<file path="src/rtl/ysyx22041405_exu_md.sv">
// ysyx22041405_exu_md: execute unit with ALU, branch resolution and an
// iterative multiply/divide engine.
//
// Ports
//   clk, rst            clock (rising edge) / asynchronous active-low reset
//   in_valid, in_ready  operation handshake (in_ready only in IDLE)
//   pc, imm, rs1, rs2   operands
//   op                  operation code (ALU 0-9, MUL* 16-19, DIV*/REM* 20-23)
//   s1_sel, s2_sel      select pc / imm as ALU sources
//   br_type, br_inv     branch/jump kind and compare inversion
//   flush               abort the current operation
//   out_valid, out_ready result handshake
//   result, next_pc, link  operation result, next pc, pc+4 for jumps
//
// state | meaning
// IDLE  | waiting for an operation, in_ready=1
// MUL   | shift-add multiply, one bit per cycle
// DIV   | restoring divide, one bit per cycle
// DONE  | result presented until out_ready
module ysyx22041405_exu_md #(
  parameter int WIDTH = 32,
  parameter int CNT_W = $clog2(WIDTH) + 1
) (
  input  logic             clk,
  input  logic             rst,
  input  logic             in_valid,
  output logic             in_ready,
  input  logic [WIDTH-1:0] pc,
  input  logic [WIDTH-1:0] imm,
  input  logic [WIDTH-1:0] rs1,
  input  logic [WIDTH-1:0] rs2,
  input  logic [4:0]       op,
  input  logic             s1_sel,
  input  logic             s2_sel,
  input  logic [2:0]       br_type,
  input  logic             br_inv,
  input  logic             flush,
  output logic             out_valid,
  input  logic             out_ready,
  output logic [WIDTH-1:0] result,
  output logic [WIDTH-1:0] next_pc,
  output logic [WIDTH-1:0] link
);

  localparam int SH_W = $clog2(WIDTH);
  localparam logic [1:0] S_IDLE = 2'd0;
  localparam logic [1:0] S_MUL  = 2'd1;
  localparam logic [1:0] S_DIV  = 2'd2;
  localparam logic [1:0] S_DONE = 2'd3;
  localparam logic [CNT_W-1:0] C_CNT_INIT = CNT_W'(WIDTH - 1);
  localparam logic [WIDTH-1:0] C_FOUR     = WIDTH'(4);
  localparam logic [WIDTH-1:0] C_MIN_NEG  = {1'b1, {(WIDTH-1){1'b0}}};

  logic [1:0]         r_state;
  logic [CNT_W-1:0]   r_cnt;
  logic [2*WIDTH-1:0] r_acc;      // MUL: {partial hi, multiplier}; DIV: {remainder, quotient}
  logic [WIDTH-1:0]   r_opa;      // multiplicand / divisor magnitude
  logic [WIDTH-1:0]   r_result, r_next_pc, r_link;
  logic [1:0]         r_op_lo;
  logic               r_neg_q, r_neg_r;

  logic [WIDTH-1:0] w_src1, w_src2, w_alu, w_npc, w_pc4, w_pc_imm;
  logic [SH_W-1:0]  w_shamt;
  logic             w_slt, w_sltu, w_taken;
  logic             w_is_mul, w_is_div, w_a_signed, w_b_signed, w_a_neg, w_b_neg;
  logic             w_div_zero, w_div_ovf;
  logic [WIDTH-1:0] w_mag_a, w_mag_b, w_div_special;

  assign w_src1   = s1_sel ? pc : rs1;
  assign w_src2   = s2_sel ? imm : rs2;
  assign w_shamt  = w_src2[SH_W-1:0];
  assign w_slt    = $signed(w_src1) < $signed(w_src2);
  assign w_sltu   = w_src1 < w_src2;
  assign w_pc4    = pc + C_FOUR;
  assign w_pc_imm = pc + imm;

  always_comb begin
    w_alu = w_src1 + w_src2;
    case (op)
      5'd1:    w_alu = w_src1 - w_src2;
      5'd2:    w_alu = w_src1 << w_shamt;
      5'd3:    w_alu = {{(WIDTH-1){1'b0}}, w_slt};
      5'd4:    w_alu = {{(WIDTH-1){1'b0}}, w_sltu};
      5'd5:    w_alu = w_src1 ^ w_src2;
      5'd6:    w_alu = w_src1 >> w_shamt;
      5'd7:    w_alu = $signed(w_src1) >>> w_shamt;
      5'd8:    w_alu = w_src1 | w_src2;
      5'd9:    w_alu = w_src1 & w_src2;
      default: w_alu = w_src1 + w_src2;
    endcase
  end

  always_comb begin
    w_taken = 1'b0;
    w_npc   = w_pc4;
    case (br_type)
      3'd1:    w_npc = w_pc_imm;
      3'd2:    w_npc = (rs1 + imm) & {{(WIDTH-1){1'b1}}, 1'b0};
      3'd4:    w_taken = (rs1 == rs2);
      3'd5:    w_taken = (rs1 != rs2);
      3'd6:    w_taken = w_slt ^ br_inv;
      3'd7:    w_taken = w_sltu ^ br_inv;
      default: w_taken = 1'b0;
    endcase
    if (w_taken) w_npc = w_pc_imm;
  end

  // Operand signedness: MULHSU treats only src1 as signed, *U variants neither.
  assign w_is_mul   = (op[4:2] == 3'b100);
  assign w_is_div   = (op[4:2] == 3'b101);
  assign w_a_signed = (w_is_mul && (op[1:0] != 2'b11)) || (w_is_div && !op[0]);
  assign w_b_signed = (w_is_mul && !op[1]) || (w_is_div && !op[0]);
  assign w_a_neg    = w_a_signed && w_src1[WIDTH-1];
  assign w_b_neg    = w_b_signed && w_src2[WIDTH-1];
  assign w_mag_a    = w_a_neg ? -w_src1 : w_src1;
  assign w_mag_b    = w_b_neg ? -w_src2 : w_src2;
  assign w_div_zero = (w_src2 == '0);
  assign w_div_ovf  = !op[0] && (w_src1 == C_MIN_NEG) && (&w_src2);
  assign w_div_special = w_div_zero ? (op[1] ? w_src1 : '1) : (op[1] ? '0 : w_src1);

  // Multiply step: add multiplicand to the high half when the multiplier LSB is set, shift right.
  logic [WIDTH:0]     w_madd;
  logic [2*WIDTH-1:0] w_mstep, w_mfix;
  logic [WIDTH-1:0]   w_mul_res;
  assign w_madd    = {1'b0, r_acc[2*WIDTH-1:WIDTH]} + (r_acc[0] ? {1'b0, r_opa} : '0);
  assign w_mstep   = {w_madd, r_acc[WIDTH-1:1]};
  assign w_mfix    = r_neg_q ? -w_mstep : w_mstep;
  assign w_mul_res = (r_op_lo == 2'b00) ? w_mfix[WIDTH-1:0] : w_mfix[2*WIDTH-1:WIDTH];

  // Divide step: shift the next dividend bit into the remainder and subtract when it fits.
  logic [WIDTH:0]     w_dsh;
  logic [WIDTH-1:0]   w_ddif, w_quo, w_rem, w_div_res;
  logic               w_dge;
  logic [2*WIDTH-1:0] w_dstep;
  assign w_dsh     = {r_acc[2*WIDTH-1:WIDTH], r_acc[WIDTH-1]};
  assign w_dge     = w_dsh >= {1'b0, r_opa};
  assign w_ddif    = w_dsh[WIDTH-1:0] - r_opa;
  assign w_dstep   = {(w_dge ? w_ddif : w_dsh[WIDTH-1:0]), r_acc[WIDTH-2:0], w_dge};
  assign w_quo     = w_dstep[WIDTH-1:0];
  assign w_rem     = w_dstep[2*WIDTH-1:WIDTH];
  assign w_div_res = r_op_lo[1] ? (r_neg_r ? -w_rem : w_rem) : (r_neg_q ? -w_quo : w_quo);

  always_ff @(posedge clk or negedge rst) begin
    if (!rst) begin
      r_state   <= S_IDLE;
      r_cnt     <= '0;
      r_acc     <= '0;
      r_opa     <= '0;
      r_result  <= '0;
      r_next_pc <= '0;
      r_link    <= '0;
      r_op_lo   <= '0;
      r_neg_q   <= 1'b0;
      r_neg_r   <= 1'b0;
    end else if (flush) begin
      r_state <= S_IDLE;
    end else begin
      case (r_state)
        S_IDLE: if (in_valid) begin
          r_next_pc <= w_npc;
          r_link    <= w_pc4;
          r_op_lo   <= op[1:0];
          r_neg_q   <= w_a_neg ^ w_b_neg;
          r_neg_r   <= w_a_neg;
          r_cnt     <= C_CNT_INIT;
          if (w_is_mul) begin
            r_acc   <= {{WIDTH{1'b0}}, w_mag_b};
            r_opa   <= w_mag_a;
            r_state <= S_MUL;
          end else if (w_is_div && (w_div_zero || w_div_ovf)) begin
            r_result <= w_div_special;
            r_state  <= S_DONE;
          end else if (w_is_div) begin
            r_acc   <= {{WIDTH{1'b0}}, w_mag_a};
            r_opa   <= w_mag_b;
            r_state <= S_DIV;
          end else begin
            r_result <= w_alu;
            r_state  <= S_DONE;
          end
        end
        S_MUL: begin
          r_acc <= w_mstep;
          if (r_cnt == '0) begin
            r_result <= w_mul_res;
            r_state  <= S_DONE;
          end else begin
            r_cnt <= r_cnt - 1'b1;
          end
        end
        S_DIV: begin
          r_acc <= w_dstep;
          if (r_cnt == '0) begin
            r_result <= w_div_res;
            r_state  <= S_DONE;
          end else begin
            r_cnt <= r_cnt - 1'b1;
          end
        end
        default: if (out_ready) r_state <= S_IDLE;
      endcase
    end
  end

  assign in_ready  = (r_state == S_IDLE);
  assign out_valid = (r_state == S_DONE);
  assign result    = r_result;
  assign next_pc   = r_next_pc;
  assign link      = r_link;

endmodule

</file>
<file path="config.mk">
export PLATFORM = sky130hd
export DESIGN_NAME = ysyx22041405_exu_md
export DESIGN_NICKNAME = d
export VERILOG_FILES = /design/src/rtl/ysyx22041405_exu_md.sv
export SDC_FILE = /design/constraint.sdc
export NUM_CORES = 2
export LEC_CHECK = 0
export CAP_MARGIN = 0
export CORE_ASPECT_RATIO = 2
export CORE_MARGIN = 2
export CORE_UTILIZATION = 35
export DETAILED_ROUTE_END_ITERATION = 10
export PLACE_DENSITY_LB_ADDON = 0.08
export RECOVER_POWER = 25
export SLEW_MARGIN = 25
export SYNTH_ARGS = -nofsm -noshare
export SYNTH_HDL_FRONTEND = slang
export SYNTH_SLANG_ARGS = --single-unit
</file>
<file path="constraint.sdc">
create_clock -name clk -period 4.7 [get_ports clk]
set_clock_uncertainty 0.15 [all_clocks]
set_input_delay 0.94 -clock clk [delete_from_list [all_inputs] [get_ports clk]]
set_output_delay 0.94 -clock clk [all_outputs]
set_load 0.02 [all_outputs]
</file>
==> Implementation_results.wiki <==
{| class="wikitable"
! Metric !! Value
|-
| Run status || finished, violations left
|-
| Failing checks || capacitance limit, slew limit, setup timing
|-
| Number of enable-type register cells in the synthesized netlist || 0
|-
| MaxCap Viol Count || 2
|-
| Final worst setup slack || -158.1 ps
|-
| Placed Cells incl. Taps || 7050
|-
| Startpoint types || register
|-
| Drt via density || 6.030
|-
| WL met2 || 91010 um
|-
| GRT Resource Usage Total || 40.98%
|-
| Routed wl met3 || 16210 um
|-
| Final total negative setup slack || -230.6 ps
|-
| Hold slack final || 331.0 ps
|-
| Number of hold-repair buffers added at the cts stage || 0
|-
| Normalized max-slew margin || -89.43%
|-
| Number of clock sinks seen by CTS || 204
|-
| Met1 Routed Length || 81040 um
|-
| WL/cell || 29.06 um
|-
| Maximum clock insertion buffer count || 3
|-
| Slowest-stage cell, CP || or3_4
|-
| Final std cell area, no fill || 0.04871 mm^2
|-
| DRT Wirelength || 207800 um
|-
| Worst hold-check path type || register to register
|-
| Total via count in the routed design || 43.13k
|-
| Most frequently used flop master after synthesis || dfrtp_1
|-
| Sequential area share after synthesis || 15.49%
|-
| Post-synth design cell area || 0.03295 mm^2
|-
| Final total power || 20.88 mW
|-
| Power Density || 428.6 mW/mm^2
|-
| Vias in the first global route || 41.90k
|-
| Antenna Violating Nets Remaining || 0
|-
| Start point of the worst min-delay path || result[1]
|-
| Number of storage elements in the synthesis netlist || 204
|-
| Area of placed instances || 0.04611 mm^2
|-
| CTS tree || yes
|-
| Fraction of layout cells with a size suffix above 1 || 29.43%
|-
| Starting utilization of the core area || 35.24%
|-
| Fraction of registers with async set/reset || 100.0%
|-
| Peak clock frequency supported by timing || 205.8 MHz
|-
| Routability congestion estimate || 1.082
|-
| Most common library cell in the layout ignoring fill and taps || buf_4
|-
| Fillcell total || 9240
|-
| Count of unique library cells instantiated by Yosys || 114
|-
| Data arrival time at the worst-slack endpoint || 5220 ps
|-
| Worst Path Buf+Inv || 5
|-
| Count of port buffers added during placement || 241
|-
| Crit path depth || 19
|-
| Remaining design rule violation count || 0
|-
| Commonest cells after routing, fill and taps aside || buf_4, nand2_1, nor2_1
|-
| Highest metal layer with signal wires || met5
|-
| Die outline height || 437.9 um
|-
| Period Utilization, post-route || 103.4%
|-
| Buffer cell driving the clock tree root || clkbuf_16
|-
| Pre-Repair DR Iteration Count || 6
|-
| Number of buffers inserted during clock tree synthesis || 25
|-
| Actual transition at the worst max-transition pin || 2841 ps
|-
| Type of the setup path with the least slack || register to register
|-
| Top-level port count || 242
|-
| Cells after synthesis || 4582
|-
| Hold Crit Depth || 2
|-
| Core Rows || 159
|-
| First-pass GRT wire length || 293800 um
|-
| Data required time of the worst path || 5060 ps
|-
| CP Launch Point || r_acc[31]
|-
| Multi-input gate area in the final layout || 0.02724 mm^2
|-
| Slowest stage delay, CP || 410 ps
|-
| Worst reg2reg path depth || 19
|-
| Crit path capture type || register
|-
| Largest net degree at the start of global routing || 98
|-
| DP HPWL || 170700 um
|-
| Final Instance Count excl. Fillers || 7153
|-
| Synthesized Nets || 4967
|-
| CP max FO || 4
|-
| Setup Viol. Count Final || 3
|-
| RSZ-0062 raised after global routing || yes
|-
| Register clock-pin slew on the reported worst setup and hold paths || 70 ps
|-
| Final Hold Vio Count || 0
|-
| Source of the worst register-to-register timing path || r_acc[31]
|-
| Number of antenna violations at the first check in global routing || 8
|-
| Relative area change from synthesis to final layout || 47.85%
|-
| Std-Cell Core Area || 0.09350 mm^2
|-
| Total global routing overflow || 0
|-
| Syn_area_per_cell || 7.190 um^2
|-
| Worst path top cell family by delay || compound AO/OA/AOI/OAI gates
|-
| Horizontal die dimension || 221.0 um
|-
| Utilization of the core after routing || 52.10%
|-
| Violation count after the first detailed-routing iteration || 4568
|-
| Post-placement worst setup slack || -988.3 ps
|-
| H-tree levels || 1
|-
| Minimum clock period || 4858 ps
|-
| Slack of the worst reg-to-reg path || -160 ps
|-
| Max Slew Vio Count || 165
|-
| Warning count from the yosys run || 0
|-
| Cell breakdown of the critical path || inv_2, ha_4, inv_2, fa_2, a211oi_2, o21ai_1, buf_4, a31o_2, o2111ai_2, buf_4, a31oi_1, or3_4, a32oi_2, o211ai_1, buf_4, o41ai_4, xor2_2, o211ai_1, a221o_1
|-
| Overall die area || 0.09675 mm^2
|-
| Net total in the final layout || 6311
|-
| Worst voltage drop across the vdd grid || 465.9 uV
|-
| Latest clock arrival within the worst-skew pair || 620 ps
|-
| Sequential cell area || 0.005110 mm^2
|-
| Critical Path Most Common Cell || buf_4
|-
| Standby leakage power || 22.12 nW
|}
==> power by group <==
group | internal [mW] | leakage (nW) | switching [mW]
clock | 1.18 | 0.415 | 0.944
sequential | 2.47 | 2.54 | 0.767
combinational | 6.58 | 19.2 | 8.94
==> final timing paths <==
kind / end
max in group asynchronous: next_pc[4]
hold / removal: result[1]
setup / recovery: result[29]
hold reg to reg: result[1]
setup reg to reg: result[29]
min in group asynchronous: r_opa[2]
==> timing repair <==
| action | CTS | global route |
|---|---|---|
| setup buffers | 18 | 35 |
| setup endpoints to repair | 50 | 58 |
| gates cloned | 2 | 3 |
| resized for setup | 113 | 170 |
| pin swaps | 35 | 64 |
==> Yosys cell counts (34+ instances only) <==
cell type | n | area share [%]
xor2_1 | 145 | 3.9
a211oi_1 | 75 | 1.7
nor2_1 | 433 | 4.9
dfrtp_1 | 204 | 15
mux2i_1 | 201 | 6.1
ha_1 | 235 | 8.9
nand4_1 | 45 | 0.85
a221oi_1 | 72 | 1.9
o211ai_1 | 46 | 1.0
nand3_1 | 94 | 1.4
o21a_1 | 45 | 1.0
a221o_1 | 40 | 1.2
o21ai_0 | 351 | 5.3
xnor2_1 | 210 | 5.6
inv_1 | 184 | 2.1
o31ai_1 | 82 | 1.9
a21oi_1 | 391 | 5.9
a31oi_1 | 45 | 0.85
clkbuf_1 | 253 | 2.9
nor4_1 | 39 | 0.74
a22oi_1 | 45 | 1.0
o22ai_1 | 37 | 0.70
nand2_1 | 494 | 5.6
nor3_1 | 116 | 1.8
a21o_1 | 66 | 1.5
buf_2 | 34 | 0.52
==> sequential cells by signal, indices dropped and copies added, names as in the netlist <==
register	cells
r_acc	64
r_op_lo	2
r_neg_q	1
result	32
r_neg_r	1
r_cnt	6
next_pc	32
link	32
r_opa	32
r_state	2
==> cell families after synthesis <==
group	after synthesis	share of synthesized area, %
AO/OA/AOI/OAI	1551	31.29
XOR/XNOR	355	9.437
adder cells (fa/ha/maj)	270	10.17
buffers and inverters	507	6.038
flip-flops	204	15.49
multiplexers	222	6.832
AND/OR/NAND/NOR	1473	20.74
==> worst register-to-register path, cell delays in order (launching register included) <==
cell	delay (ps)
dfrtp_1	390
inv_2	90
ha_4	150
inv_2	40
fa_2	360
a211oi_2	250
o21ai_1	90
buf_4	200
a31o_2	270
o2111ai_2	160
buf_4	160
a31oi_1	100
or3_4	410
a32oi_2	220
o211ai_1	210
buf_4	200
o41ai_4	390
xor2_2	250
o211ai_1	280
a221o_1	390
==> cell type report <==
cell class	count	area share (%)
repair buffers	1630	27.24
clock inverters	10	0.2748
flip-flops and latches	204	10.49
clock buffers	34	1.456
inverters	194	1.495
multi-input cells	3871	55.93
well taps	1207	3.100
diodes	3	0.01541
==> metal layers <==
metal	track usage, %	vias up
li1	-	19520
met5	0	-
met1	49.98	20810
met4	30.87	12
met3	7.304	601
met2	64.24	2189
Power figures use the tool's default switching activity.
